`config.mk`:
```
export PLATFORM = sky130hd
export DESIGN_NAME = binary_mul_acc_4_1
export DESIGN_NICKNAME = d
export VERILOG_FILES = /design/src/rtl/binary_mul_pkg.sv /design/src/rtl/binary_sat_add.sv /design/src/rtl/binary_mul_acc_4_1.sv
export SDC_FILE = /design/constraint.sdc
export NUM_CORES = 1
export LEC_CHECK = 0
export CAP_MARGIN = 40
export CORE_ASPECT_RATIO = 1.2
export CORE_MARGIN = 2
export CORE_UTILIZATION = 45
export CTS_CLUSTER_SIZE = 12
export DETAILED_ROUTE_END_ITERATION = 16
export PLACE_DENSITY_LB_ADDON = 0.2
export SLEW_MARGIN = 20
export SYNTH_ARGS = -nofsm -noshare
export SYNTH_HDL_FRONTEND = slang
export SYNTH_SLANG_ARGS = --single-unit
```
`constraint.sdc`:
```
create_clock -name clk -period 3.1 [get_ports clk]
set_input_delay 0.62 -clock clk [delete_from_list [all_inputs] [get_ports clk]]
set_output_delay 0.62 -clock clk [all_outputs]
set_load 0.01 [all_outputs]
```
`src/rtl/binary_mul_pkg.sv`:
```
// Shared definitions for the binary multiplier datapath: state encoding,
// default widths and the signed accumulator bounds.
package binary_mul_pkg;

    localparam int PROD_W_DEF    = 7;
    localparam int ACC_W_DEF     = 12;
    localparam int MAX_BEATS_DEF = 64;
    localparam int CNT_W         = 7;

    localparam logic signed [ACC_W_DEF-1:0] ACC_MAX = 12'sh7FF;
    localparam logic signed [ACC_W_DEF-1:0] ACC_MIN = 12'sh800;

    typedef enum logic {
        ACC  = 1'b0,
        DONE = 1'b1
    } state_e;

endpackage

```
`src/rtl/binary_sat_add.sv`:
```
// Sign-extending adder of a product onto an accumulator, with optional clamp
// to the accumulator range; ovf reports range violation in either mode.
module binary_sat_add
    import binary_mul_pkg::*;
#(
    parameter int ACC_W  = ACC_W_DEF,
    parameter int PROD_W = PROD_W_DEF
) (
    input  logic [ACC_W-1:0]  a,
    input  logic [PROD_W-1:0] b,
    input  logic              sat_en,
    output logic [ACC_W-1:0]  sum,
    output logic              ovf
);

    localparam logic [ACC_W-1:0] SUM_MAX = {1'b0, {(ACC_W-1){1'b1}}};
    localparam logic [ACC_W-1:0] SUM_MIN = {1'b1, {(ACC_W-1){1'b0}}};

    logic [ACC_W:0] wide_s;

    // One guard bit is enough: the sum of ACC_W and PROD_W signed values fits ACC_W+1 bits.
    always_comb begin
        wide_s = {a[ACC_W-1], a} + {{(ACC_W+1-PROD_W){b[PROD_W-1]}}, b};
        ovf    = wide_s[ACC_W] ^ wide_s[ACC_W-1];
        if (ovf && sat_en) begin
            sum = wide_s[ACC_W] ? SUM_MIN : SUM_MAX;
        end else begin
            sum = wide_s[ACC_W-1:0];
        end
    end

endmodule

```
`src/rtl/binary_mul_acc_4_1.sv`:
```
// Frame accumulator for the 4x4 multiplier product stream: sums one frame of
// products and presents sum, beat count and status on a registered valid/ready port.
module binary_mul_acc_4_1
    import binary_mul_pkg::*;
#(
    parameter int PROD_W    = PROD_W_DEF,
    parameter int ACC_W     = ACC_W_DEF,
    parameter int MAX_BEATS = MAX_BEATS_DEF,
    parameter bit SAT       = 1'b1
) (
    input  logic              clk,
    input  logic              rst_n,
    input  logic              clr,
    input  logic              in_valid,
    output logic              in_ready,
    input  logic [PROD_W-1:0] in_prod,
    input  logic              in_last,
    output logic              acc_valid,
    input  logic              acc_ready,
    output logic [ACC_W-1:0]  acc_out,
    output logic [CNT_W-1:0]  acc_cnt,
    output logic              acc_ovf,
    output logic              acc_len_err
);

    localparam logic [CNT_W-1:0] CNT_LIMIT = CNT_W'(MAX_BEATS);

    state_e             state_q, state_d;
    logic [ACC_W-1:0]   acc_q, acc_d;
    logic [CNT_W-1:0]   cnt_q, cnt_d;
    logic               ovf_q, ovf_d;
    logic               valid_q, valid_d;
    logic [ACC_W-1:0]   out_sum_q, out_sum_d;
    logic [CNT_W-1:0]   out_cnt_q, out_cnt_d;
    logic               out_ovf_q, out_ovf_d;
    logic               out_len_q, out_len_d;

    logic [ACC_W-1:0]   add_sum_s;
    logic               add_ovf_s;
    logic [CNT_W-1:0]   cnt_inc_s;
    logic               accept_s;

    binary_sat_add #(
        .ACC_W  (ACC_W),
        .PROD_W (PROD_W)
    ) u_sat_add (
        .a      (acc_q),
        .b      (in_prod),
        .sat_en (SAT),
        .sum    (add_sum_s),
        .ovf    (add_ovf_s)
    );

    assign in_ready  = (state_q == ACC) & ~clr;
    assign accept_s  = in_valid & in_ready;
    assign cnt_inc_s = cnt_q + 7'd1;

    // Next-state, accumulation and result-capture decode.
    always_comb begin
        state_d   = state_q;
        acc_d     = acc_q;
        cnt_d     = cnt_q;
        ovf_d     = ovf_q;
        valid_d   = valid_q;
        out_sum_d = out_sum_q;
        out_cnt_d = out_cnt_q;
        out_ovf_d = out_ovf_q;
        out_len_d = out_len_q;
        if (clr) begin
            // Abort discards any partial frame and any unaccepted result.
            state_d = ACC;
            acc_d   = '0;
            cnt_d   = '0;
            ovf_d   = 1'b0;
            valid_d = 1'b0;
        end else begin
            case (state_q)
                ACC: begin
                    if (accept_s) begin
                        acc_d = add_sum_s;
                        cnt_d = cnt_inc_s;
                        ovf_d = ovf_q | add_ovf_s;
                        if (in_last || (cnt_inc_s == CNT_LIMIT)) begin
                            out_sum_d = add_sum_s;
                            out_cnt_d = cnt_inc_s;
                            out_ovf_d = ovf_q | add_ovf_s;
                            out_len_d = (cnt_inc_s == CNT_LIMIT) & ~in_last;
                            valid_d   = 1'b1;
                            state_d   = DONE;
                        end else begin
                            state_d = ACC;
                        end
                    end else begin
                        state_d = ACC;
                    end
                end
                DONE: begin
                    if (acc_ready) begin
                        valid_d = 1'b0;
                        acc_d   = '0;
                        cnt_d   = '0;
                        ovf_d   = 1'b0;
                        state_d = ACC;
                    end else begin
                        state_d = DONE;
                    end
                end
                default: begin
                    state_d = ACC;
                    valid_d = 1'b0;
                end
            endcase
        end
    end

    // State, accumulator and output registers.
    always_ff @(posedge clk or negedge rst_n) begin
        if (!rst_n) begin
            state_q   <= ACC;
            acc_q     <= '0;
            cnt_q     <= '0;
            ovf_q     <= 1'b0;
            valid_q   <= 1'b0;
            out_sum_q <= '0;
            out_cnt_q <= '0;
            out_ovf_q <= 1'b0;
            out_len_q <= 1'b0;
        end else begin
            state_q   <= state_d;
            acc_q     <= acc_d;
            cnt_q     <= cnt_d;
            ovf_q     <= ovf_d;
            valid_q   <= valid_d;
            out_sum_q <= out_sum_d;
            out_cnt_q <= out_cnt_d;
            out_ovf_q <= out_ovf_d;
            out_len_q <= out_len_d;
        end
    end

    assign acc_valid   = valid_q;
    assign acc_out     = out_sum_q;
    assign acc_cnt     = out_cnt_q;
    assign acc_ovf     = out_ovf_q;
    assign acc_len_err = out_len_q;

endmodule

```
==> results of run 1 <==
-- worst paths after layout --
check	startpoint	to	slack (ns)	cells after the start
max reg2reg	acc_q[9]$_DFFE_PN0P_	acc_out[0]$_DFFE_PN0P_	0.42	7
max	in_prod[5]	acc_out[0]$_DFFE_PN0P_	0.12	8
max in group asynchronous	rst_n	cnt_q[5]$_DFFE_PN0P_	2.38	2
min reg2reg	acc_out[10]$_DFFE_PN0P_	acc_out[10]$_DFFE_PN0P_	0.49	2
min	rst_n	acc_out[4]$_DFFE_PN0P_	0.23	1
min in group clk	acc_out[10]$_DFFE_PN0P_	acc_out[10]$_DFFE_PN0P_	0.49	2
-- Yosys cell counts, types with 2 or more instances --
cell	number	area [um^2]
xnor2_1	5	43.8
nor4_1	3	18.8
maj3_1	7	70.1
mux2_2	4	45.0
buf_6	2	22.5
a31oi_1	2	12.5
a211oi_1	4	30.0
and2_1	3	18.8
o31ai_1	4	30.0
nor2b_1	2	12.5
nand3_1	10	50.1
o21a_1	3	22.5
nand2_1	34	128
nor3_1	4	20.0
a21o_1	3	22.5
dfrtp_1	43	1080
o211a_1	3	30.0
o21bai_1	2	15.0
a21oi_1	14	70.1
mux2_4	2	30.0
or2_2	2	12.5
o21ai_1	2	10.0
nand2b_1	4	25.0
clkbuf_1	9	33.8
inv_1	10	37.5
o21ai_0	25	125
or3_1	3	18.8
ha_1	13	163
o221ai_1	2	17.5
a22o_1	6	52.6
xor2_1	5	43.8
nor2_1	12	45.0
-- stage by stage --
step,setup slack (ns),utilization (%),total power [W],hold slack [ns]
floorplan,0.0931,-,0.00167,0.324
global placement,-0.401,57.9,0.00225,0.470
detailed placement,-0.497,58.2,0.00228,0.462
CTS,0.0338,60.7,0.00278,0.242
global route,0.00588,60.7,0.00298,0.244
finish,0.121,60.7,0.00277,0.230
-- layout make-up --
class	instances	area share, %
multi-input combinational	204	41.6
clock inverter	2	1.04
sequential	43	31.9
tap	64	2.37
inverter	10	1.11
clock buffer	6	2.45
timing repair buffer	75	19.5
-- per-layer routing --
| layer | up-vias | track usage, % | wire [um] |
|---|---|---|---|
| li1 | 1115 | - | - |
| met5 | - | 0 | 0 |
| met1 | 1098 | 28.8 | 2900 |
| met3 | 6 | 3.26 | 181 |
| met2 | 33 | 38.9 | 3280 |
| met4 | 0 | 5.89 | 70 |
-- sequential cells by signal (all words and copies together) (netlist names) --
| signal | flops |
|---|---|
| acc_q | 12 |
| acc_out | 12 |
| acc_cnt | 7 |
| state_q | 1 |
| cnt_q | 7 |
| acc_len_err | 1 |
| acc_valid | 1 |
| ovf_q | 1 |
| acc_ovf | 1 |
-- repair_timing --
action | 4_1_cts | 5_1_grt
gates resized for setup | 4 | 2
pin swaps | 0 | 1
endpoints found under the setup margin | 18 | 11
-- critical path, stage by stage --
cell	delay [ns]
clkdlybuf4s50_1	0.41
ha_1	0.35
a21oi_1	0.20
nand2_1	0.12
o211a_1	0.25
or4_4	0.55
maj3_1	0.40
mux2_2	0.27
-- kinds of logic (layout without fill, tap and decap cells) --
| kind of cell | after synthesis | after routing |
|---|---|---|
| AO/OA/AOI/OAI | 84 | 84 |
| AND/OR/NAND/NOR | 81 | 81 |
| flip-flops | 43 | 43 |
| adder cells (fa/ha/maj) | 22 | 22 |
| buffers and inverters | 22 | 93 |
| XOR/XNOR | 10 | 10 |
| multiplexers | 7 | 7 |
-- power groups by stage --
stage | Combinational [W] | Sequential (W) | Clock (W)
2_1_floorplan | 0.000828 | 0.000842 | 0
3_3_place_gp | 0.00142 | 0.000829 | 0
3_5_place_dp | 0.00145 | 0.000831 | 0
4_1_cts | 0.00149 | 0.000821 | 0.000472
5_1_grt | 0.00164 | 0.000839 | 0.000502
6_report | 0.00148 | 0.000820 | 0.000465
==> out/metrics.cfg, run 1 <==
[status]
status = finished, final reports clean

[route]
routedWlPerCell_um = 15.9
drc_errors = 0
drt-vias-per-instance = 5.57
final_antenna_net_count = 0
first_iter_violations = 53
routed_wl_mm = 6.43
vias = 2252
drt_first_pass_iters = 5

[worst_setup_path]
cp_max_fo = 7
arrival_ns = 3.17
cp.required_ns = 3.29
path_class = input pin to flip-flop
end_kind = flip-flop
start_kind = input pin

[clock_network]
cts_root_buf = clkbuf_8
cts_tree = yes
cts_max_path_buffers = 2
cts_buffers = 5
cts_max_level = 2
path_clk_slew_ns = 0.09
cts.sink_count = 43
hold_buffers = 0
post-cts-setup-buffers = 0
clk_latency_ns = 0.31

[power]
power.density_mw_per_mm2 = 821
power_frac_seq_pct = 29.6
p_int_w = 0.00175
switching_share_pct = 36.8
p_leak_nw = 1.55
ir_worst_vdd_mv = 0.334
power.share.clock_pct = 16.8
power_frac_comb_pct = 53.6
p_switching_w = 0.00102

[synthesis]
synth_area_mm2 = 0.00256
synthFlopType = dfrtp_1
yosys-mux-area-fraction_pct = 3.33
synthXorXnorAreaFrac_pct = 3.42
ys_warn_count = 0
synth-compound-area-share_pct = 22.1
ys_seq_area_share_pct = 42.1
async_reset_ff_share_pct = 100
synth_simple_gate_area_share_pct = 14.9
syn_nets = 296
synth_edf_count = 0
yosys_register_bits = 43
synth_adder_area_share_pct = 10.3
avgSynthCellArea_um2 = 9.51
synth_top_family_by_area = compound AO/OA/AOI/OAI gates
syn_inst = 269
synth_cell_types = 54

[layout]
design_area_mm2 = 0.00337
final_cell_mix = 43 x dfrtp_1, 39 x buf_4, 34 x nand2_1
area_growth_pct = 31.8
layout.nets = 366
fill_cells = 508
diodes = 0
multi_input_area_mm2 = 0.00140
regArea_mm2 = 0.00108
mostFrequentLayoutCell = dfrtp_1
drive_above_1_share_pct = 19.4
layout.cells.non_filler = 404

[sta]
setup_viol = 0
fin_crit_sh_pct = 96.1
rsz0062_at_grt = false
drv_slew = 0
max_freq_mhz = 336
relSlewSlack_pct = 44.6
fin_skew_ns = 0.0102
period_minus_slack_ns = 2.98
worst_pin_slew_ns = 0.823
hold_viol_final = 0
tns_ns = 0

[place]
placed_cells = 396
dpl.hpwl_mm = 4.92
gp_congestion = 0.916
port_buffers = 35
place_area_mm2 = 0.00324

[worst_hold_path]
holdCritPathClass = input pin to asynchronous set/reset pin

[grt]
grt_pass1_vias = 2256
grt_overflow = 0
grt_pass1_wl_mm = 10.9
grt_use_total_pct = 22.3
antenna_found_initial = 0
grt_max_degree = 29

[job]
cap_violations = 0

[die]
fp.coreArea_mm2 = 0.00556
die_area_mm2 = 0.00631
die_h_um = 86.6
rows = 30
io_pins = 36
dieWidth_um = 72.8
start_util_pct = 46.1

(Power assumes the default switching activity.)
==> run 2, diff against run 1 <==
CORE_UTILIZATION = 55   (was 45)
==> out/metrics.cfg, run 2 (synthesis results as in run 1) <==
[route]
vias = 2248
routedWlPerCell_um = 15.9
final_antenna_net_count = 0
drc_errors = 0
drt_first_pass_iters = 4
drt-vias-per-instance = 5.68
routed_wl_mm = 6.29
first_iter_violations = 70

[sta]
setup_viol = 0
period_minus_slack_ns = 2.96
fin_skew_ns = 0.00545
hold_viol_final = 0
fin_crit_sh_pct = 95.6
drv_slew = 0
tns_ns = 0
worst_pin_slew_ns = 0.798
max_freq_mhz = 338
relSlewSlack_pct = 46.3

[layout]
diodes = 0
final_cell_mix = 43 x dfrtp_1, 37 x buf_4, 34 x nand2_1
design_area_mm2 = 0.00331
area_growth_pct = 29.5
layout.nets = 364
fill_cells = 373
mostFrequentLayoutCell = dfrtp_1
drive_above_1_share_pct = 18.3

[die]
die_h_um = 78.7
die_area_mm2 = 0.00522
fp.coreArea_mm2 = 0.00453
io_pins = 36
rows = 27
dieWidth_um = 66.3
start_util_pct = 56.5

[grt]
grt_pass1_vias = 2376
grt_use_total_pct = 26.6
antenna_found_initial = 0
grt_overflow = 0
grt_pass1_wl_mm = 10.8
grt_max_degree = 31

[power]
ir_worst_vdd_mv = 0.434
power.density_mw_per_mm2 = 797
power_frac_seq_pct = 31.0
p_leak_nw = 1.53
p_switching_w = 0.00100
power.share.clock_pct = 13.3
switching_share_pct = 37.9
power_w = 0.00264
p_int_w = 0.00164
power_frac_comb_pct = 55.7

[worst_setup_path]
cp_max_fo = 7
slowest_delay_ns = 0.55
end_kind = flip-flop
path_class = input pin to flip-flop
rrSetupSlack_ns = 0.42
cp.required_ns = 3.29
critPathSlowestCell = or4_4
arrival_ns = 3.15
start_kind = input pin
cp_top_family = adder cells
timing.critical_path.buf_inv = 1
crit_chain = clkdlybuf4s50_1 -> ha_1 -> a21oi_1 -> nand2_1 -> o211a_1 -> or4_4 -> maj3_1 -> mux2_2

[clock_network]
hold_buffers = 0
post-cts-setup-buffers = 0
cts_max_path_buffers = 2
cts.sink_count = 43
clk_latency_ns = 0.30
cts_max_level = 2
cts_buffers = 5
cts_tree = yes
path_clk_slew_ns = 0.08
cts_root_buf = clkbuf_8

[place]
port_buffers = 35
gp_congestion = 0.847
place_area_mm2 = 0.00321
dpl.hpwl_mm = 4.80

[status]
status = finished, final reports clean

[worst_hold_path]
holdCritPathClass = input pin to asynchronous set/reset pin

[job]
cap_violations = 0

[run 2: power by group through the flow]
| stage | Sequential, W | Combinational [W] | Clock [W] |
|---|---|---|---|
| finish | 0.000817 | 0.00147 | 0.000351 |
| global route | 0.000838 | 0.00161 | 0.000386 |
| CTS | 0.000817 | 0.00147 | 0.000355 |
| detailed placement | 0.000826 | 0.00144 | 0 |
| global placement | 0.000823 | 0.00140 | 0 |
| floorplan | 0.000842 | 0.000828 | 0 |
[run 2: through the flow]
stage               hold slack [ns]  utilization (%)  std cells  setup WS [ns]
finish                        0.210             73.2        396          0.137
global route                  0.220             73.2        396       -0.00875
CTS                           0.217             73.1        396         0.0542
detailed placement            0.468             71.0        388         -0.500
global placement              0.466             70.5        387         -0.424
floorplan                     0.324                -        269         0.0931
[run 2: final timing paths]
check | startpoint | to | depth (start not counted)
hold / removal | rst_n | acc_q[10]$_DFFE_PN0P_ | 1
min in group clk | ovf_q$_DFFE_PN0P_ | ovf_q$_DFFE_PN0P_ | 2
setup / recovery | in_prod[5] | acc_out[0]$_DFFE_PN0P_ | 8
hold reg to reg | ovf_q$_DFFE_PN0P_ | ovf_q$_DFFE_PN0P_ | 2
max in group asynchronous | rst_n | acc_cnt[4]$_DFFE_PN0P_ | 2
setup reg to reg | acc_q[9]$_DFFE_PN0P_ | acc_out[0]$_DFFE_PN0P_ | 7
[run 2: timing repair]
item | CTS | global route
gates resized for setup | 4 | 2
endpoints found under the setup margin | 18 | 9
pin swaps | 0 | 0
hold endpoints to repair | 0 | 0
[run 2: area by class of cell]
cell class,instances,area (um^2),share of cell area (%)
flip-flops and latches,43,1080,32.5
clock buffers,7,76.3,2.30
clock inverters,1,5.00,0.151
multi-input cells,204,1400,42.4
repair buffers,73,642,19.4
well taps,58,72.6,2.19
inverters,10,37.5,1.13
[run 2: metal layers]
| metal | wire [um] | vias up | GRT usage (%) |
|---|---|---|---|
| li1 | - | 1111 | - |
| met1 | 2670 | 1091 | 32.1 |
| met2 | 3310 | 36 | 47.3 |
| met3 | 180 | 10 | 3.68 |
| met4 | 133 | 0 | 9.80 |
| met5 | 0 | - | 0 |
